$ cat src/rtl/reg_write_scoreboard.sv
// reg_write_scoreboard: per-register count of issued-but-unretired writers.
// ID increments the count of its destination, WB and flush kills decrement it.
// The hazard unit queries rs1/rs2 busy state. Register x0 is never tracked.
module reg_write_scoreboard #(
    parameter int NREG  = 32,
    parameter int CNT_W = 2
) (
    input  logic            clk,
    input  logic            rst,
    input  logic            issue_valid,
    input  logic            issue_we,
    input  logic [4:0]      issue_rd,
    input  logic            wb_valid,
    input  logic [4:0]      wb_rd,
    input  logic            kill0_valid,
    input  logic [4:0]      kill0_rd,
    input  logic            kill1_valid,
    input  logic [4:0]      kill1_rd,
    input  logic [4:0]      q_rs1,
    input  logic [4:0]      q_rs2,
    output logic            rs1_busy,
    output logic            rs2_busy,
    output logic            issue_block,
    output logic [NREG-1:0] busy_vec,
    output logic [6:0]      pending_total,
    output logic            err_underflow,
    output logic            err_overflow
);

    // Two guard bits above the counter: top bit flags a negative result,
    // the bit just above the counter flags a result past saturation.
    localparam int              SUM_W = CNT_W + 2;
    localparam logic [CNT_W-1:0] SAT  = {CNT_W{1'b1}};

    logic [CNT_W-1:0]        cnt_r   [NREG];
    logic [CNT_W-1:0]        next_s  [NREG];
    logic signed [SUM_W-1:0] sum_s   [NREG];
    logic [1:0]              dec_s   [NREG];
    logic [NREG-1:0]         inc_s;
    logic [NREG-1:0]         ovf_hit_s;
    logic [NREG-1:0]         unf_hit_s;
    logic [NREG-1:0]         busy_cur_s;
    logic [NREG-1:0]         busy_next_s;
    logic [6:0]              total_s;

    // Per-register next count: +issue -wb -kills, clamped with error detection.
    always_comb begin
        for (int i = 0; i < NREG; i++) begin
            inc_s[i]     = 1'b0;
            dec_s[i]     = 2'd0;
            sum_s[i]     = '0;
            next_s[i]    = '0;
            ovf_hit_s[i] = 1'b0;
            unf_hit_s[i] = 1'b0;
            if (i != 0) begin
                inc_s[i] = issue_valid & issue_we & (issue_rd == 5'(i));
                dec_s[i] = {1'b0, wb_valid    & (wb_rd    == 5'(i))}
                         + {1'b0, kill0_valid & (kill0_rd == 5'(i))}
                         + {1'b0, kill1_valid & (kill1_rd == 5'(i))};
                sum_s[i] = $signed({2'b00, cnt_r[i]})
                         + $signed({{(SUM_W-1){1'b0}}, inc_s[i]})
                         - $signed({{(SUM_W-2){1'b0}}, dec_s[i]});
                if (sum_s[i][SUM_W-1]) begin
                    unf_hit_s[i] = 1'b1;
                    next_s[i]    = '0;
                end else if (sum_s[i][CNT_W]) begin
                    ovf_hit_s[i] = 1'b1;
                    next_s[i]    = SAT;
                end else begin
                    next_s[i]    = sum_s[i][CNT_W-1:0];
                end
            end else begin
                // x0 stays zero and never raises an error
                next_s[i] = '0;
            end
        end
    end

    // Busy vectors for current and next state, and the post-update total.
    always_comb begin
        total_s = 7'd0;
        for (int i = 0; i < NREG; i++) begin
            busy_cur_s[i]  = (cnt_r[i] != '0);
            busy_next_s[i] = (next_s[i] != '0);
            total_s        = total_s + 7'(next_s[i]);
        end
    end

    // Query and issue-block outputs look only at the current counts.
    always_comb begin
        rs1_busy    = busy_cur_s[q_rs1];
        rs2_busy    = busy_cur_s[q_rs2];
        issue_block = (issue_rd != 5'd0) & (cnt_r[issue_rd] == SAT);
    end

    // State update; reset discards every pending count and the sticky errors.
    always_ff @(posedge clk) begin
        if (rst) begin
            for (int i = 0; i < NREG; i++) begin
                cnt_r[i] <= '0;
            end
            busy_vec      <= '0;
            pending_total <= 7'd0;
            err_underflow <= 1'b0;
            err_overflow  <= 1'b0;
        end else begin
            for (int i = 0; i < NREG; i++) begin
                cnt_r[i] <= next_s[i];
            end
            busy_vec      <= busy_next_s;
            pending_total <= total_s;
            err_underflow <= err_underflow | (|unf_hit_s);
            err_overflow  <= err_overflow  | (|ovf_hit_s);
        end
    end

endmodule

$ cat config.mk
export PLATFORM = sky130hd
export DESIGN_NAME = reg_write_scoreboard
export DESIGN_NICKNAME = d
export VERILOG_FILES = /design/src/rtl/reg_write_scoreboard.sv
export SDC_FILE = /design/constraint.sdc
export NUM_CORES = 1
export LEC_CHECK = 0
export BUFFER_PORTS_ARGS = -buffer_cell sky130_fd_sc_hd__buf_4
export CAP_MARGIN = 25
export CELL_PAD_IN_SITES_DETAIL_PLACEMENT = 2
export CELL_PAD_IN_SITES_GLOBAL_PLACEMENT = 2
export CORE_MARGIN = 4
export CORE_UTILIZATION = 39
export DETAILED_ROUTE_END_ITERATION = 12
export HOLD_SLACK_MARGIN = 0.15
export PLACE_DENSITY = 0.85
export SYNTH_ARGS = -nofsm -noshare
export SYNTH_HDL_FRONTEND = slang
export SYNTH_SLANG_ARGS = --single-unit
$ cat constraint.sdc
create_clock -name clk -period 9.3 [get_ports clk]
set_input_delay 0.465 -clock clk [delete_from_list [all_inputs] [get_ports clk]]
set_output_delay 0.465 -clock clk [all_outputs]
set_load 0.02 [all_outputs]
==> results.toml <==
[status]
status = "complete, no violations"

[cts]
cts_inserted_buffers = 9
ctsHoldBuffers = 0
cts_root_buf = "clkbuf_16"
clock-sinks = 102
cts_resized = 0
htreeDepth = 3
path_clk_slew_ns = 0.08
clockBufferDepth = 2
cts_tree = "built"
cts_setup_buffers = 0
worstSkewPairLatency_ns = 0.38

[synthesis]
syn_nets = 1535
syn_inst = 1214
syn_area_per_cell_sq_um = 8.95
synth_xor_area_share_pct = 0.322
synthMuxAreaShare_pct = 6.18
synth_top_family_by_area = "adder cells"
ys_ff_latch = 102
ys_warn_count = 0
synthAdderAreaFrac_pct = 40.9
synth-compound-area-share_pct = 6.33
synth_cell_types = 43
syn_area_sq_um = 10900
seq_area_frac_synth_pct = 18.8
yosys.area_share.simple_pct = 16.0

[final_layout]
final_common_cell = "inv_1"
drive_gt1_share_pct = 11.3
antenna_cells = 0
fin_util_pct = 44.6
layout.nets = 1597
syn_to_final_growth_pct = 11.4
final_cell_mix = "inv_1, ha_1, nor2_1, fa_1, dfxtp_1"
fill_cells = 3019

[routing]
vias = 8870
ant_nets = 0
drt_iter0_drc = 533
viasPerCell = 5.37
routedWlPerCell_um = 25.3
wirelength_um = 41800
dr.pass1.iters = 5
post-route-drc-count = 0

[floorplan]
die_x_um = 175
initial_core_util_pct = 40.0
top_level_ports = 81
die_h_um = 175
rows = 60
design.core.area_sq_um = 27200
die_area_sq_um = 30600

[critical_path]
reg2reg_from = "cnt_r[31][1]$_SDFF_PP0_"
crit_type = "in -> reg"
startpoint_type = "input port"
crit_start = "wb_valid"
worstPathArrival_ns = 8.51
rrSetupSlack_ns = 2.15
required_ns = 9.52
cpMaxStageDelayCell = "fa_1"
r2r_cells = 24
crit_path_max_fanout = 5
cp-end-kind = "register"
regToRegEndpoint = "pending_total[5]$_SDFF_PP0_"
critical-path-max-stage-delay_ns = 0.58
endpoint = "pending_total[5]$_SDFF_PP0_"
cp_common_cell = "fa_1"

[timing]
skew_ns = 0.0155
slew_viol_final = 0
fin_crit_ns = 8.29
slew_headroom_pct = 36.6
worstMarginPinSlew_ns = 0.950
final.period_utilization_pct = 89.1
hold_viol = 0
setup_violations = 0
rsz0062_at_grt = "false"
max_freq_ghz = 0.121
finalSetupTns_ns = 0

[power_and_ir_drop]
peakVddDrop_v = 0.000626
p_per_area_nw_per_um2 = 283
p_leak_uw = 0.00605

[flow_run]
maxCapViolations = 0

[min_path]
min_path_type = "in -> reg"

[placement]
gp_congestion = 0.933
post-dp-hpwl_um = 34400
port-buffer-count = 79

[global_route]
grt_max_degree = 78
grt_pass1_wl_um = 62600
grt_usage_pct = 27.6
antenna_found_initial = 1
grt_overflow = 0
grt_pass1_vias = 10100
[report_power, final]
| group | internal [uW] | switching [uW] | total, uW |
|---|---|---|---|
| combinational | 1070 | 1390 | 2460 |
| sequential | 504 | 33.5 | 537 |
| clock | 214 | 213 | 427 |
| total | 1790 | 1640 | 3420 |
[synthesized netlist by cell type]
cell type  number  area [sq um]
conb_1          1          3.75
nand2_1        45           169
xor2_1          3          26.3
nor2_1        157           589
or2_2          26           163
or2_1           6          37.5
nor2b_1        45           282
nor4_1         20           125
and3_1          1          6.26
a211o_1         2          17.5
a22oi_1         1          7.51
a21o_1         39           293
dfxtp_1       102          2040
ha_1          165          2060
nor3_1         17          85.1
mux4_1          8           210
nand2b_1       10          62.6
xnor2_1         1          8.76
o211a_1         2          20.0
mux2_2          1          11.3
buf_6           2          22.5
or3_1           2          12.5
buf_4           3          22.5
mux4_2         19           428
o21ai_0        10          50.1
a31oi_1         2          12.5
nor3b_1         2          15.0
nand3_1        16          80.1
and2_1          3          18.8
clkbuf_1       16          60.1
or3b_1          2          17.5
mux2_1          2          22.5
a32oi_1         2          17.5
nand4_1        10          62.6
a221oi_1        3          26.3
fa_1          119          2380
o2bb2ai_1       1          8.76
inv_1         291          1090
nor4b_1         1          8.76
buf_1           5          18.8
buf_2           6          30.0
a21oi_1        41           205
a211oi_1        4          30.0
[sequential cells by signal, summed over array words and instances, names as in the netlist]
register,count
err_overflow,1
busy_vec,31
pending_total,7
err_underflow,1
cnt_r,62
[through the flow]
step | hold WS [ns] | area, sq um | std cells | power [uW] | worst slack, ns
floorplan | 0.691 | 10900 | 1214 | 2190 | 1.57
global placement | 0.647 | 11800 | 1637 | 2760 | 0.980
detailed placement | 0.695 | 11800 | 1637 | 2970 | 0.701
CTS | 0.722 | 12100 | 1653 | 3450 | 1.02
global route | 0.749 | 12100 | 1653 | 3760 | 0.703
finish | 0.712 | 12100 | 1653 | 3420 | 1.01
[how the worst min path moves through the flow]
stage                                        start                  endpoint  cells after the start
after detailed placement  err_underflow$_SDFF_PP0_  err_underflow$_SDFF_PP0_                      4
after global placement    err_underflow$_SDFF_PP0_  err_underflow$_SDFF_PP0_                      4
after floorplan            err_overflow$_SDFF_PP0_   err_overflow$_SDFF_PP0_                      4
after CTS                                      rst   cnt_r[15][1]$_SDFF_PP0_                      2
after global routing      err_underflow$_SDFF_PP0_  err_underflow$_SDFF_PP0_                      4
final                                          rst   cnt_r[15][1]$_SDFF_PP0_                      2
[kinds of logic (layout without fill, tap and decap cells)]
group | count (synthesis) | after routing
AND/OR/NAND/NOR | 363 | 363
adder cells (fa/ha/maj) | 284 | 284
AO/OA/AOI/OAI | 107 | 107
flip-flops | 102 | 102
other | 1 | 1
buffers and inverters | 323 | 390
XOR/XNOR | 4 | 4
multiplexers | 30 | 30
[metal layers]
| layer | GRT usage [%] | share of wire (%) |
|---|---|---|
| met2 | 47.5 | 49 |
| met5 | 0 | 0.026 |
| met1 | 35.0 | 41 |
| met3 | 4.26 | 5.5 |
| met4 | 10.7 | 4.1 |
[critical path, delay by kind of cell]
kind	cells	cell delay (ns)
adder cells (fa/ha/maj)	14	5.86
XOR/XNOR	1	0.17
AO/OA/AOI/OAI	3	0.59
AND/OR/NAND/NOR	4	0.85
buffers and inverters	7	0.55
[area by class of cell]
| type | instances | area [sq um] | area share, % |
|---|---|---|---|
| well taps | 372 | 465 | 3.84 |
| clock inverters | 7 | 80.1 | 0.661 |
| flip-flops and latches | 102 | 2040 | 16.9 |
| inverters | 291 | 1090 | 9.02 |
| clock buffers | 9 | 225 | 1.86 |
| multi-input cells | 789 | 7580 | 62.6 |
| repair buffers | 83 | 623 | 5.15 |
No activity file was read; power rests on OpenSTA's default activity.
